### config.mk
export PLATFORM = sky130hd
export DESIGN_NAME = frame_buffer_writer
export DESIGN_NICKNAME = d
export VERILOG_FILES = /design/src/rtl/fb_pkg.sv /design/src/rtl/frame_buffer_writer.sv
export SDC_FILE = /design/constraint.sdc
export NUM_CORES = 1
export LEC_CHECK = 0
export ABC_AREA = 0
export ABC_CLOCK_PERIOD_IN_PS = 4900
export BUFFER_PORTS_ARGS = -buffer_cell sky130_fd_sc_hd__buf_2
export CORE_AREA = 2 2 123 125
export CTS_CLUSTER_SIZE = 24
export DETAILED_ROUTE_END_ITERATION = 16
export DIE_AREA = 0 0 125 127
export PLACE_DENSITY = 0.77
export SLEW_MARGIN = 10
export SYNTH_ARGS = -nofsm -noshare
export SYNTH_HDL_FRONTEND = slang
export SYNTH_SLANG_ARGS = --single-unit
### constraint.sdc
create_clock -name clock -period 4.9 [get_ports clock]
set_input_delay 0.245 -clock clock [delete_from_list [all_inputs] [get_ports clock]]
set_output_delay 0.245 -clock clock [all_outputs]
set_load 0.005 [all_outputs]
### src/rtl/fb_pkg.sv
// Shared frame-buffer definitions: FSM state encoding and byte-to-word address helpers.
// The reader side imports this package as well.
package fb_pkg;

  localparam int unsigned FB_WORD_BYTES = 8;

  typedef enum logic [2:0] {
    IDLE       = 3'd0,
    ACCEPT_LO  = 3'd1,
    ACCEPT_HI  = 3'd2,
    WRITE_WAIT = 3'd3,
    FILL_WAIT  = 3'd4
  } fb_state_t;

  // 64-bit word address of a byte address (byte address is a multiple of 8).
  function automatic logic [28:0] word_addr(input logic [31:0] byte_addr);
    return byte_addr[31:3];
  endfunction

endpackage

### src/rtl/frame_buffer_writer.sv
// Frame-buffer write master: packs two 32-bit pixels per 64-bit Avalon-MM write, or fills
// the whole frame with a single colour, walking the frame linearly and pulsing frame_done.
module frame_buffer_writer
  import fb_pkg::*;
#(
  parameter logic [31:0] ADDRESS = 32'h0,
  parameter logic [31:0] LENGTH  = 32'h0
) (
  input  logic        clock,
  input  logic        reset,
  output logic [28:0] address,
  output logic [7:0]  burstcount,
  input  logic        waitrequest,
  input  logic [63:0] readdata,
  input  logic        readdatavalid,
  output logic        read,
  output logic [63:0] writedata,
  output logic [7:0]  byteenable,
  output logic        write,
  input  logic        frame_start,
  input  logic        fill_request,
  input  logic [31:0] fill_color,
  input  logic [31:0] pixel_data,
  input  logic        pixel_valid,
  output logic        pixel_ready,
  output logic        busy,
  output logic        frame_done,
  output logic [31:0] debug_value0,
  output logic [31:0] debug_value1
);

  localparam logic [28:0] BASE_WORD = word_addr(ADDRESS);
  localparam logic [28:0] LAST_WORD = BASE_WORD + word_addr(LENGTH) - 29'd1;

  fb_state_t   state, state_n;
  logic [28:0] address_q, address_n;
  logic [63:0] data_q, data_n;
  logic        write_q, write_n;
  logic        done_q, done_n;
  logic        half_q, half_n;
  logic        accepted;
  logic        last_word;

  // Read side of the port is never used by this master.
  logic        unused_read_side;
  assign unused_read_side = ^{readdata, readdatavalid};

  assign accepted  = write_q && !waitrequest;
  assign last_word = (address_q == LAST_WORD);

  always_ff @(posedge clock) begin
    if (reset) begin
      state     <= IDLE;
      address_q <= BASE_WORD;
      data_q    <= '0;
      write_q   <= 1'b0;
      done_q    <= 1'b0;
      half_q    <= 1'b0;
    end else begin
      state     <= state_n;
      address_q <= address_n;
      data_q    <= data_n;
      write_q   <= write_n;
      done_q    <= done_n;
      half_q    <= half_n;
    end
  end

  always_comb begin
    state_n     = state;
    address_n   = address_q;
    data_n      = data_q;
    write_n     = write_q;
    done_n      = 1'b0;
    half_n      = half_q;
    pixel_ready = 1'b0;

    case (state)
      IDLE: begin
        // Fill has priority; a simultaneous frame_start is dropped.
        if (fill_request) begin
          data_n  = {fill_color, fill_color};
          write_n = 1'b1;
          state_n = FILL_WAIT;
        end else if (frame_start) begin
          half_n  = 1'b0;
          state_n = ACCEPT_LO;
        end
      end

      ACCEPT_LO: begin
        pixel_ready = 1'b1;
        if (pixel_valid) begin
          data_n[31:0] = pixel_data;
          half_n       = 1'b1;
          state_n      = ACCEPT_HI;
        end
      end

      ACCEPT_HI: begin
        pixel_ready = 1'b1;
        if (pixel_valid) begin
          data_n[63:32] = pixel_data;
          half_n        = 1'b0;
          write_n       = 1'b1;
          state_n       = WRITE_WAIT;
        end
      end

      WRITE_WAIT: begin
        if (accepted) begin
          write_n = 1'b0;
          if (last_word) begin
            address_n = BASE_WORD;
            done_n    = 1'b1;
            state_n   = IDLE;
          end else begin
            address_n = address_q + 29'd1;
            state_n   = ACCEPT_LO;
          end
        end
      end

      FILL_WAIT: begin
        // write stays asserted across words so an unstalled fill runs one word per cycle.
        if (accepted) begin
          if (last_word) begin
            write_n   = 1'b0;
            address_n = BASE_WORD;
            done_n    = 1'b1;
            state_n   = IDLE;
          end else begin
            address_n = address_q + 29'd1;
          end
        end
      end

      default: begin
        write_n = 1'b0;
        state_n = IDLE;
      end
    endcase
  end

  assign address      = address_q;
  assign writedata    = data_q;
  assign write        = write_q;
  assign frame_done   = done_q;
  assign busy         = (state != IDLE);
  assign burstcount   = 8'h01;
  assign byteenable   = 8'hFF;
  assign read         = 1'b0;
  assign debug_value0 = {24'b0, state, write_q, waitrequest, pixel_valid, pixel_ready, half_q};
  assign debug_value1 = {3'b0, address_q};

endmodule

==> summary.txt, run 1 <==
Initial Util - 0.3648
Yosys reg bits - 99
Layout Nets - 868
Max Clock Freq - 393.6 MHz
Synth area leaders - dfxtp_1 (38%), mux2i_1 (12%), buf_4 (12%), a211oi_1 (9.1%), nor2_1 (7.1%)
Core ar. - 14420 um^2
crit path max fanout - 26
Core Rows - 44
count of final setup violators - 0
top post-synthesis cells by count - nor2_1 (100), dfxtp_1 (99), buf_4 (82)
CTS tree - yes
Avg WL per Cell - 14.00 um
reg2reg path depth - 5
CTS buffer count - 9
I/O Pins - 313
Sequential Power Share - 0.466
part of the power in the clock network - 0.352
HP Start - fill_request
setup TNS - 0 ns
synthesized area per cell - 8.978 um^2
CP Capture Point - address[25]$_SDFFE_PP0P_
die height - 127 um
GP Congestion - 0.8058
fin cells - 920
DR iter-0 viols - 157
Post-DP HPWL - 9.299 mm
Leak - 2.751 nW
Remaining Overflow, GRT - 0
Setup WS pre-CTS - 2.344 ns
final setup skew - 0.005152 ns
async set-reset flop share out of synthesis - 0
I/O Buffers - 203
Max Root-Sink Buffers - 2
Slew Limit Fails - 0
Worst slew margin - 0.2331
Via density - 4.863
Worst Hold Class - in2reg
Worst R2R Setup Slack - 2.36 ns
worst ir drop on vdd - 0.1648 mV
Syn Inst Count - 586
Top Family by Delay on Critical Path - compound AO/OA/AOI/OAI gates
required time of the critical path - 5.15 ns
Cell Int Power - 0.001424 W
Slew @ Worst Pin - 1.150 ns
critical path, cell by cell - nor3b_2 > o21a_1 > nand3_2 > o21bai_4 > o21ba_2
cts repair resizes - 0
cell with the most instances after synthesis - nor2_1
DRC violations left - 0
WHS Path Cells - 3
clk root buf - clkbuf_16
Post-synth top flop - dfxtp_1
Crit. End Element - register
RR Startpoint - state[2]$_SDFFE_PP0P_
ratio of cells with drive above 1 in the final layout - 0.3329
Placed Instance Area - 5937 um^2
largest net degree at the start of global routing - 75
Crit path largest cell delay - 0.72 ns
Worst Setup Path Type - reg2reg
P per Cell Area - 316.9 nW/um^2
period utilization - 0.5185
die span in x - 125 um
Yosys warnings - 0
Final Hold Fails - 0
Sw Ratio - 0.2776
clock slew at reported path FFs - 0.07 ns
Buf+Inv Stages, Crit Path - 0
Die ar. - 15880 um^2
largest area contributor in the netlist - dfxtp_1
initial antenna violation count - 0
vias in the first global route - 4135
H-tree depth - 3
Final Cell Area - 6220 um^2
postcts setup bufs - 0
Unique masters post-synth - 58
status - finished clean
WP depth - 5
sequential area share after synthesis - 0.3767
RSZ-0062 raised after global routing - false
CP Launch Type - register
post-synth top area share - 0.3767
arrival time at the worst endpoint - 2.79 ns
Critical Path Start - state[2]$_SDFFE_PP0P_
Syn-to-layout area delta - 18.22%
slowest cell on the critical path - dfxtp_1
diode count - 0
first-pass GRT wire length - 20.70 mm
Total Wirelength - 12.88 mm
Routed Antenna Nets - 0
Netlist Area Pre-Place - 5261 um^2
Via Count - 4474
max_cap viols - 0
GRT Util Overall - 0.1596
CTS sink cnt - 99
router iterations before antenna repair - 4
Net Switching - 0.0005472 W
Hold Buf Count CTS - 0
combinational share of power - 0.182
number of synthesized flops with an enable pin - 0
Crit Reg-Reg Endpoint - address[25]$_SDFFE_PP0P_
Clk Latency, worst-skew pair - 0.35 ns
placed cell count - 905
Worst Setup Slack, final - 2.360 ns
Final min period - 2.540 ns
[logic make-up after synthesis]
logic type      synth area share
xor+xnor                 0.03995
compound gates            0.1306
fa+ha+maj               0.002378
buf+inv                   0.1539
mux                       0.1258
flops                     0.3767
other cells             0.001427
simple gates              0.1693
[per-layer routing]
metal / GRT usage / part of all wire
met2: 0.2676 / 0.48
met3: 0.05235 / 0.088
met1: 0.1900 / 0.42
met5: 0 / 0
met4: 0.06340 / 0.016
[tightest hold or removal path, delay by kind of cell]
family | cells | cell delay [ns]
buf+inv | 1 | 0.13
simple gates | 2 | 0.16
[metrics by stage]
| stage | total power (W) | hold slack (ns) | utilization |
|---|---|---|---|
| detailed placement | 0.001299 | 0.4876 | 0.4116 |
| finish | 0.001971 | 0.2229 | 0.4312 |
| global route | 0.002076 | 0.2260 | 0.4312 |
| floorplan | 0.001179 | 0.4141 | - |
| CTS | 0.001997 | 0.2021 | 0.4312 |
| global placement | 0.001290 | 0.4752 | 0.4116 |
[registers in the layout, indices dropped and copies added (netlist names)]
register,cells
half_q,1
write,1
frame_done,1
writedata,64
address,29
state,3
[cells in the final DEF (no fill, tap or decap), types with 3 or more instances in the layout]
cell	netlist	layout
buf_2	11	203
o21ai_0	4	4
nand2_1	16	16
or2_2	3	3
nor3_1	13	12
dfxtp_1	99	99
clkinv_2	0	4
nand3_1	8	8
inv_1	11	11
xnor2_1	17	17
nand4_1	6	6
mux2i_1	65	65
conb_1	2	44
a211oi_1	64	64
a21oi_1	6	6
nor2_1	100	100
clkbuf_16	0	9
xor2_1	7	7
buf_4	82	4
nor4_1	6	6
[cell type report]
class                   count  area (um^2)
fillers                  1428         8204
multi-input cells         403         2634
flip-flops and latches     99         1982
repair buffers            207         1046
well taps                 184        230.2
clock buffers               9        225.2
clock inverters             6        57.56
inverters                  12        45.04
[how the worst min path moves through the flow]
stage,slack [ns],endpoint
floorplan,0.41,state[2]$_SDFFE_PP0P_
global placement,0.48,half_q$_SDFFE_PP0P_
detailed placement,0.49,writedata[13]$_SDFFE_PP0P_
CTS,0.20,state[2]$_SDFFE_PP0P_
global route,0.23,state[2]$_SDFFE_PP0P_
finish,0.22,state[2]$_SDFFE_PP0P_
[power by group through the flow]
stage / Clock [W] / Sequential [W] / Combinational [W]
6_report: 0.000694 / 0.000919 / 0.000358
5_1_grt: 0.000744 / 0.000928 / 0.000404
4_1_cts: 0.000714 / 0.000920 / 0.000364
3_5_place_dp: 0 / 0.000936 / 0.000363
3_3_place_gp: 0 / 0.000935 / 0.000355
2_1_floorplan: 0 / 0.000935 / 0.000243
(Power assumes the default switching activity.)
==> run 2: changes to the inputs <==
ABC_AREA = 1   (was 0)
ABC_CLOCK_PERIOD_IN_PS = 2300   (was 4900)
CORE_AREA = 2 2 121 123   (was 2 2 123 125)
DIE_AREA = 0 0 123 125   (was 0 0 125 127)
PLACE_DENSITY = 0.82   (was 0.77)
clock period = 2.3 ns   (was 4.9 ns; I/O delays follow)
==> run 2 against run 1 <==
Global-route usage is 2.7 points higher. Final cell count is 20% higher. Die area is 3.1% lower. Hold slack worse by 0.20 ns. Sequential power grew to 2.7 times the previous value. Critical path depth stayed put. Register-to-register slack worse by 1.9 ns. Clock power is 120% higher. Sequential share of layout area is 0.78 points lower. Setup slack worse by 1.9 ns. Critical path type is now reg2out. Critical endpoint is now debug_value0[1].
==> summary.txt, run 2 <==
status - finished clean
largest area contributor in the netlist - dfxtp_1
GP Congestion - 0.8906 (+11%)
most common cell after layout, fill and taps aside - nand2_1
diode count - 0 (unchanged)
RSZ-0062 raised after global routing - false
Post-synth top flop - dfxtp_1
Yosys warnings - 0 (unchanged)
I/O Buffers - 203 (unchanged)
Max Root-Sink Buffers - 2 (unchanged)
slowest cell on the critical path - dfxtp_1
Clk Latency, worst-skew pair - 0.36 ns (about the same)
post-synth top area share - 0.3695 (-0.007205)
required time of the critical path - 2.18 ns (-2.97 ns)
CTS buffer count - 9 (unchanged)
ratio of cells with drive above 1 in the final layout - 0.2879 (-0.04499)
Buf+Inv Stages, Crit Path - 2 (+2)
# fillers - 1433 (+0.35%)
Via density - 4.804 (-1.2%)
Post-DP HPWL - 10.21 mm (+9.8%)
Via Count - 5289 (+18%)
Initial Util - 0.3776 (+0.01288)
Slew Limit Fails - 0 (unchanged)
arrival time at the worst endpoint - 1.77 ns (-1.02 ns)
Slew @ Worst Pin - 0.6322 ns (-0.5182 ns)
H-tree depth - 3 (unchanged)
most frequent cells in the layout - nand2_1 (215), buf_2 (203), dfxtp_1 (99), nor2_1 (66), a31oi_1 (64)
clock slew at reported path FFs - 0.08 ns (about the same)
synthesized area per cell - 7.058 um^2 (-21%)
Unique masters post-synth - 34 (-41%)
Worst Hold Class - in2reg
Syn-to-layout area delta - 18.85%
Final min period - 1.890 ns
Routed Antenna Nets - 0 (unchanged)
period utilization - 0.8217
Total Wirelength - 14.44 mm (+12%)
Sw Ratio - 0.3900 (+0.1124)
async set-reset flop share out of synthesis - 0 (unchanged)
Max Clock Freq - 529.1 MHz
CTS tree - yes
Sequential Power Share - 0.389 (-0.077)
die span in x - 123 um (-1.6%)
setup TNS - 0 ns (unchanged)
worst ir drop on vdd - 0.5150 mV (+210%)
first-pass GRT wire length - 22.80 mm (+10%)
number of synthesized flops with an enable pin - 0 (unchanged)
combinational share of power - 0.377 (+0.195)
Avg WL per Cell - 13.11 um (-6.3%)
vias in the first global route - 4703 (+14%)
Worst Setup Path Type - reg2out
CTS sink cnt - 99 (unchanged)
max reg flops - 64 (unchanged)
Leak - 3.213 nW (+17%)
critical path, cell by cell - nor2_2 > nand2_4 > buf_4 > nand2_1 > buf_2
largest net degree at the start of global routing - 65 (-13%)
Crit path largest cell delay - 0.53 ns (-0.19 ns)
CP Launch Type - register
max_cap viols - 0 (unchanged)
DRC violations left - 0 (unchanged)
Worst Setup Slack, final - 0.4102 ns (-1.949 ns)
Final Hold Fails - 0 (unchanged)
Net Switching - 0.002502 W (+360%)
DR iter-0 viols - 228 (+45%)
I/O Pins - 313 (unchanged)
crit path max fanout - 20 (-23%)
postcts setup bufs - 0 (unchanged)
Crit. End Element - primary output
Core ar. - 14200 um^2 (-1.5%)
cts repair resizes - 0 (unchanged)
Die ar. - 15380 um^2 (-3.1%)
Core Rows - 44 (unchanged)
Hold Buf Count CTS - 0 (unchanged)
initial antenna violation count - 0 (unchanged)
die height - 125 um (-1.6%)
Synth area leaders - dfxtp_1 (37%), nand2_1 (15%), buf_4 (11%), a31oi_1 (7.5%), o21ai_0 (4.8%)
cell with the most instances after synthesis - nand2_1
Remaining Overflow, GRT - 0 (unchanged)
Worst R2R Setup Slack - 0.45 ns (-1.91 ns)
top post-synthesis cells by count - nand2_1 (215), dfxtp_1 (99), buf_4 (81)
clk root buf - clkbuf_16
Yosys reg bits - 99 (unchanged)
Netlist Area Pre-Place - 5364 um^2 (+2.0%)
Setup WS pre-CTS - 0.4780 ns (-1.866 ns)
count of final setup violators - 0 (unchanged)
Cell Int Power - 0.003913 W (+170%)
P per Cell Area - 1006 nW/um^2 (+220%)
sequential area share after synthesis - 0.3695 (-0.007205)
final setup skew - 0.01185 ns (+0.006698 ns)
Worst slew margin - 0.5785 (+0.3455)
Syn Inst Count - 760 (+30%)
router iterations before antenna repair - 5 (+1)
GRT Util Overall - 0.1869 (+0.02735)
Top Family by Delay on Critical Path - flip-flops
Layout Nets - 1048 (+21%)
part of the power in the clock network - 0.234 (-0.118)
-- run 2: cell types whose count changed after synthesis, moves of 32 or more --
cell	previous run	this run
nand2_1	16	215
mux2i_1	65	0
a211oi_1	64	0
a31oi_1	1	64
o21ai_0	4	51
nor2_1	100	66
inv_1	11	43
-- run 2: routing by layer --
layer  share of wire  GRT usage  vias up
met5               0          0        -
met4           0.020    0.08021        0
met3           0.084    0.05109       19
met2            0.48     0.3117      222
met1            0.41     0.2238     2386
li1                -          -     2662
-- run 2: power by group through the flow --
stage          Combinational (W)  Clock [W]  Sequential [W]
6_report                 0.00242    0.00150         0.00249
3_3_place_gp             0.00240          0         0.00251
4_1_cts                  0.00243    0.00155         0.00249
2_1_floorplan            0.00152          0         0.00256
3_5_place_dp             0.00243          0         0.00251
5_1_grt                  0.00271    0.00163         0.00255
-- run 2: kinds of logic (layout without fill, tap and decap cells) --
logic type | Yosys count | in the layout | synth area share
AO/OA/AOI/OAI | 143 | 143 | 0.1507
XOR/XNOR | 10 | 10 | 0.01633
adder cells (fa/ha/maj) | 1 | 1 | 0.002332
buffers and inverters | 161 | 276 | 0.1789
flip-flops | 99 | 99 | 0.3695
other | 2 | 44 | 0.001400
AND/OR/NAND/NOR | 344 | 344 | 0.2809
-- run 2: final timing paths --
check | startpoint | to | cells past startpoint
worst max-delay path | state[0]$_SDFFE_PP0P_ | debug_value0[1] | 5
worst min register to register | half_q$_SDFFE_PP0P_ | half_q$_SDFFE_PP0P_ | 2
worst min-delay path | fill_color[4] | writedata[4]$_SDFFE_PP0P_ | 3
worst max register to register | address[0]$_SDFFE_PP0P_ | state[0]$_SDFFE_PP0P_ | 10
-- run 2: metrics by stage --
stage	area (um^2)	hold WS, ns	utilization	power [W]	instances
2_1_floorplan	5522	0.1841	-	0.004075	802
3_3_place_gp	6082	0.3920	0.4282	0.004916	1085
3_5_place_dp	6082	0.3984	0.4282	0.004941	1085
4_1_cts	6375	0.01100	0.4488	0.006472	1101
5_1_grt	6375	0.01986	0.4488	0.006897	1101
6_report	6375	0.02730	0.4488	0.006415	1101
-- run 2: layout make-up --
cell class	instances	area [um^2]	area share
flip-flops and latches	99	1982	0.3109
multi-input cells	542	2580	0.4047
inverters	49	188.9	0.02964
repair buffers	211	1101	0.1727
clock buffers	9	225.2	0.03533
clock inverters	7	67.56	0.01060
well taps	184	230.2	0.03611
-- run 2: worst reg2reg max path, cell delays in order (launching register included) --
cell and delay, ns:
dfxtp_1 0.44, ha_1 0.20, nand2_1 0.09, nor2_1 0.19
nand2_2 0.15, nor2_1 0.13, nand2_1 0.14, nand2_2 0.14
nand3_2 0.11, nor2_1 0.12, nor2_1 0.05
==> run 3: changes to the inputs <==
ABC_CLOCK_PERIOD_IN_PS = 1700   (was 2300)
clock period = 1.7 ns   (was 2.3 ns; I/O delays follow)
==> run 3 against run 2 <==
First-iteration DRC count rose by 52%. Register-to-register slack got worse by 0.36 ns. Design area rose by 14%. Clock power rose by 44%. Via count rose by 12%. Power rose by 47%. Utilization rose by 6.2 points. Die area did not move. Clock skew fell by 0.0034 ns. Hold slack got worse by 0.017 ns. Combinational power rose by 61%. Critical path depth rose by 3. Largest power group is now combinational logic.
==> summary.txt, run 3 (synthesized netlist as in run 2, its figures left out) <==
part of the power in the clock network - 0.229 (-0.005)
Crit path largest cell delay - 0.36 ns (-0.17 ns)
Final Hold Fails - 0 (unchanged)
Final Util - 0.5107 (+0.06193)
worst ir drop on vdd - 0.7299 mV (+42%)
Setup WS pre-CTS - -0.01323 ns (-0.4912 ns)
final setup skew - 0.008402 ns (-0.003448 ns)
die height - 125 um (unchanged)
Core ar. - 14200 um^2 (unchanged)
GP Congestion - 0.8734 (-1.9%)
required time of the critical path - 1.96 ns (-0.22 ns)
Avg WL per Cell - 14.32 um (+9.2%)
slowest cell on the critical path - dfxtp_2
Worst Setup Path Type - reg2reg
Initial Util - 0.3776 (unchanged)
Leak - 3.647 nW (+14%)
fin cells - 1186 (+7.7%)
CTS tree - yes
die span in x - 123 um (unchanged)
GRT Util Overall - 0.2135 (+0.02663)
P per Cell Area - 1302 nW/um^2 (+29%)
Worst Setup Slack, final - 0.09433 ns (-0.3158 ns)
crit path max fanout - 23 (+15%)
Remaining Overflow, GRT - 0 (unchanged)
Syn-to-layout area delta - 35.25%
max_cap viols - 0 (unchanged)
first-pass GRT wire length - 26.17 mm (+15%)
most common cell after layout, fill and taps aside - nand2_1
Via density - 4.994 (+4.0%)
Routed Antenna Nets - 0 (unchanged)
vias in the first global route - 5489 (+17%)
max reg flops - 64 (unchanged)
CTS sink cnt - 99 (unchanged)
combinational share of power - 0.412 (+0.035)
most frequent cells in the layout - nand2_1 (214), buf_2 (203), dfxtp_1 (92), a31oi_1 (64), nor2_1 (63)
RSZ-0062 raised after global routing - true
register area - 1991 um^2 (+0.44%)
router iterations before antenna repair - 5 (unchanged)
CTS buffer count - 9 (unchanged)
placed cell count - 1120 (+3.2%)
Core Rows - 44 (unchanged)
Die ar. - 15380 um^2 (unchanged)
Crit. End Element - register
crit-path most repeated cell - nand2_1
I/O Pins - 313 (unchanged)
CP Launch Type - register
Buf+Inv Stages, Crit Path - 2 (unchanged)
Post-DP HPWL - 11.15 mm (+9.2%)
initial antenna violation count - 0 (unchanged)
count of final setup violators - 0 (unchanged)
Sequential Power Share - 0.359 (-0.030)
I/O Buffers - 203 (unchanged)
area occupied by multi-input gates - 2629 um^2 (+1.9%)
ratio of cells with drive above 1 in the final layout - 0.3154 (+0.02747)
diode count - 0 (unchanged)
arrival time at the worst endpoint - 1.86 ns (+0.09 ns)
Worst Hold Class - in2reg
WHS - 0.009915 ns (-0.01738 ns)
period utilization - 0.9445
Sw Ratio - 0.3858 (-0.004231)
clk root buf - clkbuf_16
Max Clock Freq - 622.8 MHz
Layout Nets - 1133 (+8.1%)
Total Wirelength - 16.99 mm (+18%)
Final min period - 1.606 ns
H-tree depth - 3 (unchanged)
Top Family by Delay on Critical Path - simple AND/OR/NAND/NOR gates
status - finished clean
Max Root-Sink Buffers - 2 (unchanged)
Clk Latency, worst-skew pair - 0.36 ns (about the same)
Cell Int Power - 0.005801 W (+48%)
Slew Limit Fails - 0 (unchanged)
# fillers - 1321 (-7.8%)
largest net degree at the start of global routing - 47 (-28%)
critical path, cell by cell - nor2_4 > nand3_4 > nand2_1 > nand2_1 > inv_4 > buf_12 > o21ai_1 > a31oi_1
clock slew at reported path FFs - 0.07 ns (about the same)
DR iter-0 viols - 346 (+52%)
DRC violations left - 0 (unchanged)
Net Switching - 0.003644 W (+46%)
Via Count - 5923 (+12%)
==> run 3: changes by cell type in the layout (fill, tap and decap cells not counted), sizes merged <==
cell and change:
clkbuf +2, bufinv +1, buf +37, inv -1, dlygate4sd3 +46, clkinv -1, clkinvlp +1
==> run 3: area by class of cell <==
type / count / area share
clock buffers: 9 / 0.03105
clock inverters: 7 / 0.01173
inverters: 49 / 0.02604
multi-input cells: 542 / 0.3624
flip-flops and latches: 99 / 0.2744
well taps: 184 / 0.03174
repair buffers: 296 / 0.2627
==> run 3: final timing paths <==
path / startpoint / to / slack (ns) / cells past startpoint
max: state[2]$_SDFFE_PP0P_ / writedata[47]$_SDFFE_PP0P_ / 0.09 / 8
min: fill_color[20] / writedata[52]$_SDFFE_PP0P_ / 0.01 / 3
max reg2reg: state[2]$_SDFFE_PP0P_ / writedata[47]$_SDFFE_PP0P_ / 0.09 / 8
min reg2reg: half_q$_SDFFE_PP0P_ / half_q$_SDFFE_PP0P_ / 0.49 / 2
==> run 3: worst register-to-register path, delay by kind of cell (launching register included) <==
kind	cells	cell delay, ns
buf+inv	2	0.28
compound gates	2	0.34
flops	1	0.36
simple gates	4	0.54
==> run 3: timing repair <==
item                                   4_1_cts  5_1_grt
resized for setup                            1       18
pin swaps                                    0        2
endpoints found under the hold margin       43        0
gates cloned                                 0        2
setup buffers                                0        2
setup endpoints to repair                    3       76
hold buffers                                46        0
==> run 3: metal layers <==
metal | vias up | wire, um | GRT usage
met1 | 2675 | 6498 | 0.2451
met3 | 59 | 1555 | 0.05292
met4 | 0 | 637 | 0.1150
met2 | 351 | 8297 | 0.3607
met5 | - | 0 | 0
li1 | 2838 | - | -
==> run 3: power groups by stage <==
stage          Sequential [W]  Combinational (W)  Clock, W
2_1_floorplan         0.00346            0.00205         0
3_3_place_gp          0.00339            0.00344         0
3_5_place_dp          0.00340            0.00348         0
4_1_cts               0.00337            0.00356   0.00221
5_1_grt               0.00347            0.00427   0.00230
6_report              0.00339            0.00389   0.00216
==> run 3: metrics by stage <==
step | area [um^2] | TNS [ns] | total power [W]
3_5_place_dp | 6357 | -0.01323 | 0.006881
2_1_floorplan | 5522 | 0 | 0.005513
5_1_grt | 7254 | -0.02281 | 0.01004
6_report | 7254 | 0 | 0.009445
4_1_cts | 7131 | 0 | 0.009142
3_3_place_gp | 6357 | 0 | 0.006822
